$ cat src/rtl/capture_pkg.sv
// Shared definitions for the logic-analyser capture controller.
// Provides the state encoding, the default sample/time widths and the
// masked trigger compare helper.
package capture_pkg;

    localparam int unsigned CAP_DATA_W = 8;
    localparam int unsigned CAP_TIME_W = 32;
    localparam int unsigned STATE_W    = 3;

    localparam logic [STATE_W-1:0] IDLE    = 3'd0;
    localparam logic [STATE_W-1:0] ARMED   = 3'd1;
    localparam logic [STATE_W-1:0] CAPTURE = 3'd2;
    localparam logic [STATE_W-1:0] READOUT = 3'd3;

    // Only bits set in mask take part in the compare; mask=0 always matches.
    function automatic logic trig_match(
        input logic [CAP_DATA_W-1:0] data,
        input logic [CAP_DATA_W-1:0] mask,
        input logic [CAP_DATA_W-1:0] value
    );
        return (data & mask) == (value & mask);
    endfunction

endpackage

$ cat src/rtl/capture_buffer.sv
// Capture storage: DEPTH entries of {data, relative time}.
// Ports: clk; wr_en/wr_addr/wr_data synchronous write port;
//        rd_addr/rd_data asynchronous read port.
// Storage has no reset; only entries below the capture count are ever read.
module capture_buffer
    import capture_pkg::*;
#(
    parameter  int unsigned DEPTH   = 16,
    parameter  int unsigned ENTRY_W = CAP_DATA_W + CAP_TIME_W,
    localparam int unsigned ADDR_W  = $clog2(DEPTH)
) (
    input  logic               clk,
    input  logic               wr_en,
    input  logic [ADDR_W-1:0]  wr_addr,
    input  logic [ENTRY_W-1:0] wr_data,
    input  logic [ADDR_W-1:0]  rd_addr,
    output logic [ENTRY_W-1:0] rd_data
);

    logic [ENTRY_W-1:0] mem_q [DEPTH];

    // Write port.
    always_ff @(posedge clk) begin
        if (wr_en) begin
            mem_q[wr_addr] <= wr_data;
        end
    end

    // Read port.
    assign rd_data = mem_q[rd_addr];

endmodule

$ cat src/rtl/capture_controller.sv
// Logic-analyser capture sequencer: waits for a masked trigger on the event
// stream, records up to DEPTH events with trigger-relative timestamps, then
// streams them out over valid/ready.
// Ports: clk, rst (async active-low); arm/abort/stop control pulses;
//        trigMask/trigValue trigger setup; evValid/evData/evTime event input;
//        outValid/outData/outTime/outReady readout stream;
//        state/count/triggered status.
module capture_controller
    import capture_pkg::*;
#(
    parameter  int unsigned DEPTH  = 16,
    parameter  int unsigned DATA_W = CAP_DATA_W,
    parameter  int unsigned TIME_W = CAP_TIME_W,
    localparam int unsigned ADDR_W = $clog2(DEPTH)
) (
    input  logic                clk,
    input  logic                rst,
    input  logic                arm,
    input  logic                abort,
    input  logic                stop,
    input  logic [DATA_W-1:0]   trigMask,
    input  logic [DATA_W-1:0]   trigValue,
    input  logic                evValid,
    input  logic [DATA_W-1:0]   evData,
    input  logic [TIME_W-1:0]   evTime,
    output logic                outValid,
    output logic [DATA_W-1:0]   outData,
    output logic [TIME_W-1:0]   outTime,
    input  logic                outReady,
    output logic [STATE_W-1:0]  state,
    output logic [ADDR_W:0]     count,
    output logic                triggered
);

    localparam int unsigned ENTRY_W = DATA_W + TIME_W;
    localparam int unsigned CNT_W   = ADDR_W + 1;

    logic [STATE_W-1:0] state_q,     state_d;
    logic [CNT_W-1:0]   count_q,     count_d;
    logic               triggered_q, triggered_d;
    logic [ADDR_W-1:0]  rd_ptr_q,    rd_ptr_d;
    logic [TIME_W-1:0]  trig_time_q, trig_time_d;
    logic               out_valid_q, out_valid_d;
    logic [DATA_W-1:0]  out_data_q,  out_data_d;
    logic [TIME_W-1:0]  out_time_q,  out_time_d;

    logic               wr_en;
    logic [ADDR_W-1:0]  wr_addr;
    logic [ENTRY_W-1:0] wr_data;
    logic [ENTRY_W-1:0] rd_data;

    logic ev_trig;
    logic handshake;
    logic last_entry;

    assign ev_trig    = evValid && trig_match(evData, trigMask, trigValue);
    assign handshake  = out_valid_q && outReady;
    assign last_entry = ({1'b0, rd_ptr_q} == (count_q - CNT_W'(1)));

    // State and datapath registers.
    always_ff @(posedge clk or negedge rst) begin
        if (!rst) begin
            state_q     <= IDLE;
            count_q     <= '0;
            triggered_q <= 1'b0;
            rd_ptr_q    <= '0;
            trig_time_q <= '0;
            out_valid_q <= 1'b0;
            out_data_q  <= '0;
            out_time_q  <= '0;
        end else begin
            state_q     <= state_d;
            count_q     <= count_d;
            triggered_q <= triggered_d;
            rd_ptr_q    <= rd_ptr_d;
            trig_time_q <= trig_time_d;
            out_valid_q <= out_valid_d;
            out_data_q  <= out_data_d;
            out_time_q  <= out_time_d;
        end
    end

    // Next state plus capture bookkeeping; abort overrides everything.
    always_comb begin
        state_d     = state_q;
        count_d     = count_q;
        triggered_d = triggered_q;
        rd_ptr_d    = rd_ptr_q;
        trig_time_d = trig_time_q;
        wr_en       = 1'b0;
        wr_addr     = count_q[ADDR_W-1:0];
        wr_data     = {evData, TIME_W'(evTime - trig_time_q)};

        if (abort) begin
            state_d     = IDLE;
            count_d     = '0;
            triggered_d = 1'b0;
            rd_ptr_d    = '0;
        end else begin
            case (state_q)
                IDLE: begin
                    if (arm) begin
                        state_d     = ARMED;
                        count_d     = '0;
                        triggered_d = 1'b0;
                    end
                end
                ARMED: begin
                    if (stop) begin
                        state_d = IDLE;
                        count_d = '0;
                    end else if (ev_trig) begin
                        state_d     = CAPTURE;
                        wr_en       = 1'b1;
                        wr_addr     = '0;
                        wr_data     = {evData, TIME_W'(0)};
                        trig_time_d = evTime;
                        count_d     = CNT_W'(1);
                        triggered_d = 1'b1;
                    end
                end
                CAPTURE: begin
                    if (stop) begin
                        state_d = READOUT;
                    end else if (evValid) begin
                        wr_en   = 1'b1;
                        count_d = count_q + CNT_W'(1);
                        // Buffer full: stop accepting events and drain.
                        if (count_q == CNT_W'(DEPTH - 1)) begin
                            state_d = READOUT;
                        end
                    end
                end
                READOUT: begin
                    if (handshake) begin
                        if (last_entry) begin
                            state_d  = IDLE;
                            rd_ptr_d = '0;
                        end else begin
                            rd_ptr_d = rd_ptr_q + ADDR_W'(1);
                        end
                    end
                end
                default: begin
                    state_d = IDLE;
                end
            endcase
        end
    end

    // Readout registers look ahead to the next state and read pointer so the
    // entry is presented in the same cycle the state shows READOUT.
    always_comb begin
        out_valid_d = (state_d == READOUT);
        out_data_d  = '0;
        out_time_d  = '0;
        if (out_valid_d) begin
            out_data_d = rd_data[ENTRY_W-1:TIME_W];
            out_time_d = rd_data[TIME_W-1:0];
        end
    end

    capture_buffer #(
        .DEPTH   (DEPTH),
        .ENTRY_W (ENTRY_W)
    ) u_buffer (
        .clk     (clk),
        .wr_en   (wr_en),
        .wr_addr (wr_addr),
        .wr_data (wr_data),
        .rd_addr (rd_ptr_d),
        .rd_data (rd_data)
    );

    assign outValid  = out_valid_q;
    assign outData   = out_data_q;
    assign outTime   = out_time_q;
    assign state     = state_q;
    assign count     = count_q;
    assign triggered = triggered_q;

endmodule

$ cat config.mk
export PLATFORM = sky130hd
export DESIGN_NAME = capture_controller
export DESIGN_NICKNAME = d
export VERILOG_FILES = /design/src/rtl/capture_pkg.sv /design/src/rtl/capture_buffer.sv /design/src/rtl/capture_controller.sv
export SDC_FILE = /design/constraint.sdc
export NUM_CORES = 1
export LEC_CHECK = 0
export CAP_MARGIN = 20
export CORE_ASPECT_RATIO = 1.4
export CORE_MARGIN = 2
export CORE_UTILIZATION = 58
export DETAILED_ROUTE_END_ITERATION = 8
export HOLD_SLACK_MARGIN = 0.05
export PLACE_DENSITY = 0.76
export SETUP_SLACK_MARGIN = 0.05
export SLEW_MARGIN = 30
export SYNTH_ARGS = -nofsm -noshare
export SYNTH_HDL_FRONTEND = slang
export SYNTH_SLANG_ARGS = --single-unit
$ cat constraint.sdc
create_clock -name clk -period 7.2 [get_ports clk]
set_clock_uncertainty 0.05 [all_clocks]
set_input_delay 1.44 -clock clk [delete_from_list [all_inputs] [get_ports clk]]
set_output_delay 1.44 -clock clk [all_outputs]
set_load 0.05 [all_outputs]
==> metrics <==
status=completed; fill cell count=between 3000 and 4000; first-pass GRT wire length=approximately 100000 um; vias in the first global route=16000; Leak=11.2 nW; clock sinks=around 730; share of async-settable or async-resettable flops after synthesis=11.8%; Yosys top cell by area=edfxtp_1; clk slew on worst S/H paths=60 ps; Post-Syn Area per Cell=~19 um^2; Multi-input gate area=7400 um^2; row cnt=slightly below 100; TritonCTS buffer count=66; Seq pwr share=54.9%; Final HPWL DP=approximately 35000 um; crit-path cells=clkdlybuf4s50_1 > inv_1 > ha_1 > inv_1 > fa_1 > a211oi_1 > o21ai_0 > nand3_1 > a31oi_1 > o41ai_2 > o21ai_1 > a31oi_1 > xor2_1 > nor2_1; number of synthesized flops with an enable pin=640; Synth area leaders=edfxtp_1 66%, mux4_2 10%, dfrtp_1 7.4%; Post-Synthesis Cells=1554; fin. max-slew vios=0; area grow syn2layout=14.2%; CP Max Fanout=16; sw power=roughly 1.7 mW; CTS H-tree depth=3; synthesized flop and latch total=approximately 730; Max Fclk=about 0.20 GHz; PwrDens=252 nW/um^2; final worst-path cycle share=between 60 and 70%; DR iter-0 viols=1883; Die W=around 190 um; Comb power frac=approximately 3%; Internal Pwr Total=between 6 and 7 mW; VDD IR max=0.000209 V; Syn Std Cell Area=around 30000 um^2; I/O Buffers=about 110; normalized max-slew margin=31.9%; Final Critical Period=approximately 5000 ps; Antenna diodes=0; I/O pins=roughly 110; crit path DAT=5170 ps; CP endpoint kind=flip-flop; RSZ-0062 raised after global routing=no; most frequent cell after synthesis=edfxtp_1; Max Cap Viol=0; Residual DRC=0; Switching Fraction=about a fifth; drt wl/cell=about 28 um; GRT Resource Usage Total=between 20% and 30%; crit-path leading delay family=compound AO/OA/AOI/OAI gates; number of post-CTS setup repair buffers=0; # nets final=between 1500 and 2000; cts repair resizes=0; Worst-Skew Late Latency=roughly 590 ps; final setup TNS=0 ps; crit start category=input port; first drt pass iteration count=5; Synth top cells by count=640 x edfxtp_1, 131 x mux4_2, 109 x nand2_1; CTS tree=yes; Max Root-Sink Buffers=3; Clock power frac=42.1%; layout cells sized above 1=between 10% and 20%; slew of the pin with the lowest slew margin=about 1000 ps; Die Area=52300 um^2; Overflow after GRT=0; initial antenna violation count=0; Critical-path top delay cell=nor2_1; largest net degree at the start of global routing=87; via count=roughly 16000; Ys Warns=0; DR vias/cell=about 6.5; Final Setup Violations=0; Routed WL=between 60000 and 70000 um; sequential cell area=21400 um^2; post-layout instance area=33400 um^2; core area=about 50000 um^2; Setup CP Type=input port to flip-flop; Critical Path RT=between 7000 and 8000 ps; area share of the largest cell type after synthesis=about 66%; GPL Wtd Cong=around 0.85; antenna viol nets, final=0; clock root cell=clkbuf_16; main flop type after synthesis=edfxtp_1; Area after DPL=around 31000 um^2; Largest stage delay, worst path=~780 ps; post-synth cell types=between 60 and 70; post-synth net total=between 1500 and 2000; CTS Hold Bufs=0; register area share after synthesis=between 70% and 80%; starting density of the core=58.6%; Buf+Inv Stages, Crit Path=3; Hold Violations, Final=0; Hold Crit Class=flip-flop to flip-flop; die height=between 200 and 300 um
## cell type report
class	instances	share of cell area, %
clock buffer	89	5.67
clock inverter	32	0.951
inverter	46	0.516
multi-input combinational	710	22.1
sequential	726	63.9
tap	643	2.41
timing repair buffer	148	4.40
## layout by cell type (no fill, tap or decap), drive strengths merged, types with 6 or more instances in the layout
master         instances
o21a                   9
dfrtp                 86
clkinv                22
nand2b                 7
xnor2                 19
clkdlybuf4s50        111
a211oi                 7
ha                    35
a31oi                  7
bufinv                 6
nor3                  16
nand2                109
and3                   8
nor2b                  8
xor2                  18
o21bai                 8
a22oi                 83
inv                   48
clkbuf                89
nand3                 10
buf                   37
mux4                 160
o21ai                 52
a21oi                 27
a21o                  14
edfxtp               640
nor2                  64
## power by group through the flow
| stage | logic [mW] | registers (mW) | clock network, mW |
|---|---|---|---|
| after floorplan | 0.120 | 4.71 | 0 |
| after global placement | 0.234 | 4.71 | 0 |
| after detailed placement | 0.244 | 4.71 | 0 |
| after CTS | 0.246 | 4.62 | 3.60 |
| after global routing | 0.275 | 4.62 | 3.75 |
| final | 0.250 | 4.62 | 3.55 |
## flip-flops by register name, summed over array words and instances (netlist names)
register / count
trig_time_q: 32
u_buffer.mem_q: 640
count: 5
outValid: 1
outData: 8
state: 3
rd_ptr_q: 4
outTime: 32
triggered: 1
## layer usage
metal / part of all wire [%] / up-vias / track usage, %
met2: 51 / 859 / 43.4
met1: 38 / 8043 / 35.3
met5: 0 / - / 0
met4: 2.3 / 0 / 9.61
li1: - / 6542 / -
met3: 8.1 / 98 / 3.85
## final timing paths
| kind | startpoint | end | slack [ps] | cells past startpoint |
|---|---|---|---|---|
| setup / recovery | evTime[0] | u_buffer.mem_q[13][30] | 2210 | 14 |
| hold / removal | trig_time_q[0] | trig_time_q[0] | 460 | 1 |
| setup reg to reg | count[0] | outTime[3] | 2910 | 12 |
| hold reg to reg | trig_time_q[0] | trig_time_q[0] | 460 | 1 |
| max in group asynchronous | rst | trig_time_q[24] | 5150 | 2 |
| min in group asynchronous | rst | outTime[26] | 840 | 1 |
## kinds of logic after synthesis
family | Yosys count | synth area share [%]
other | 1 | 0.0128
and+or+nand+nor | 244 | 3.72
buffers and inverters | 118 | 2.41
xor gates and xnor gates | 37 | 1.11
DFF | 726 | 73.0
AOI/OAI and AO/OA | 229 | 5.40
muxes | 163 | 12.8
adders and majority gates | 36 | 1.56
## metrics by stage
stage                     cells  worst slack, ps  power, mW  util [%]  hold slack [ps]
final                      2394             2210       8.43      66.9              464
after global routing       2394             1880       8.65      66.9              493
after CTS                  2394             2170       8.47      66.8              472
after detailed placement   2273             1700       4.96      62.4              458
after global placement     2272             1800       4.95      62.3              452
after floorplan            1554              400       4.83         -              435
Power figures use the tool's default switching activity.
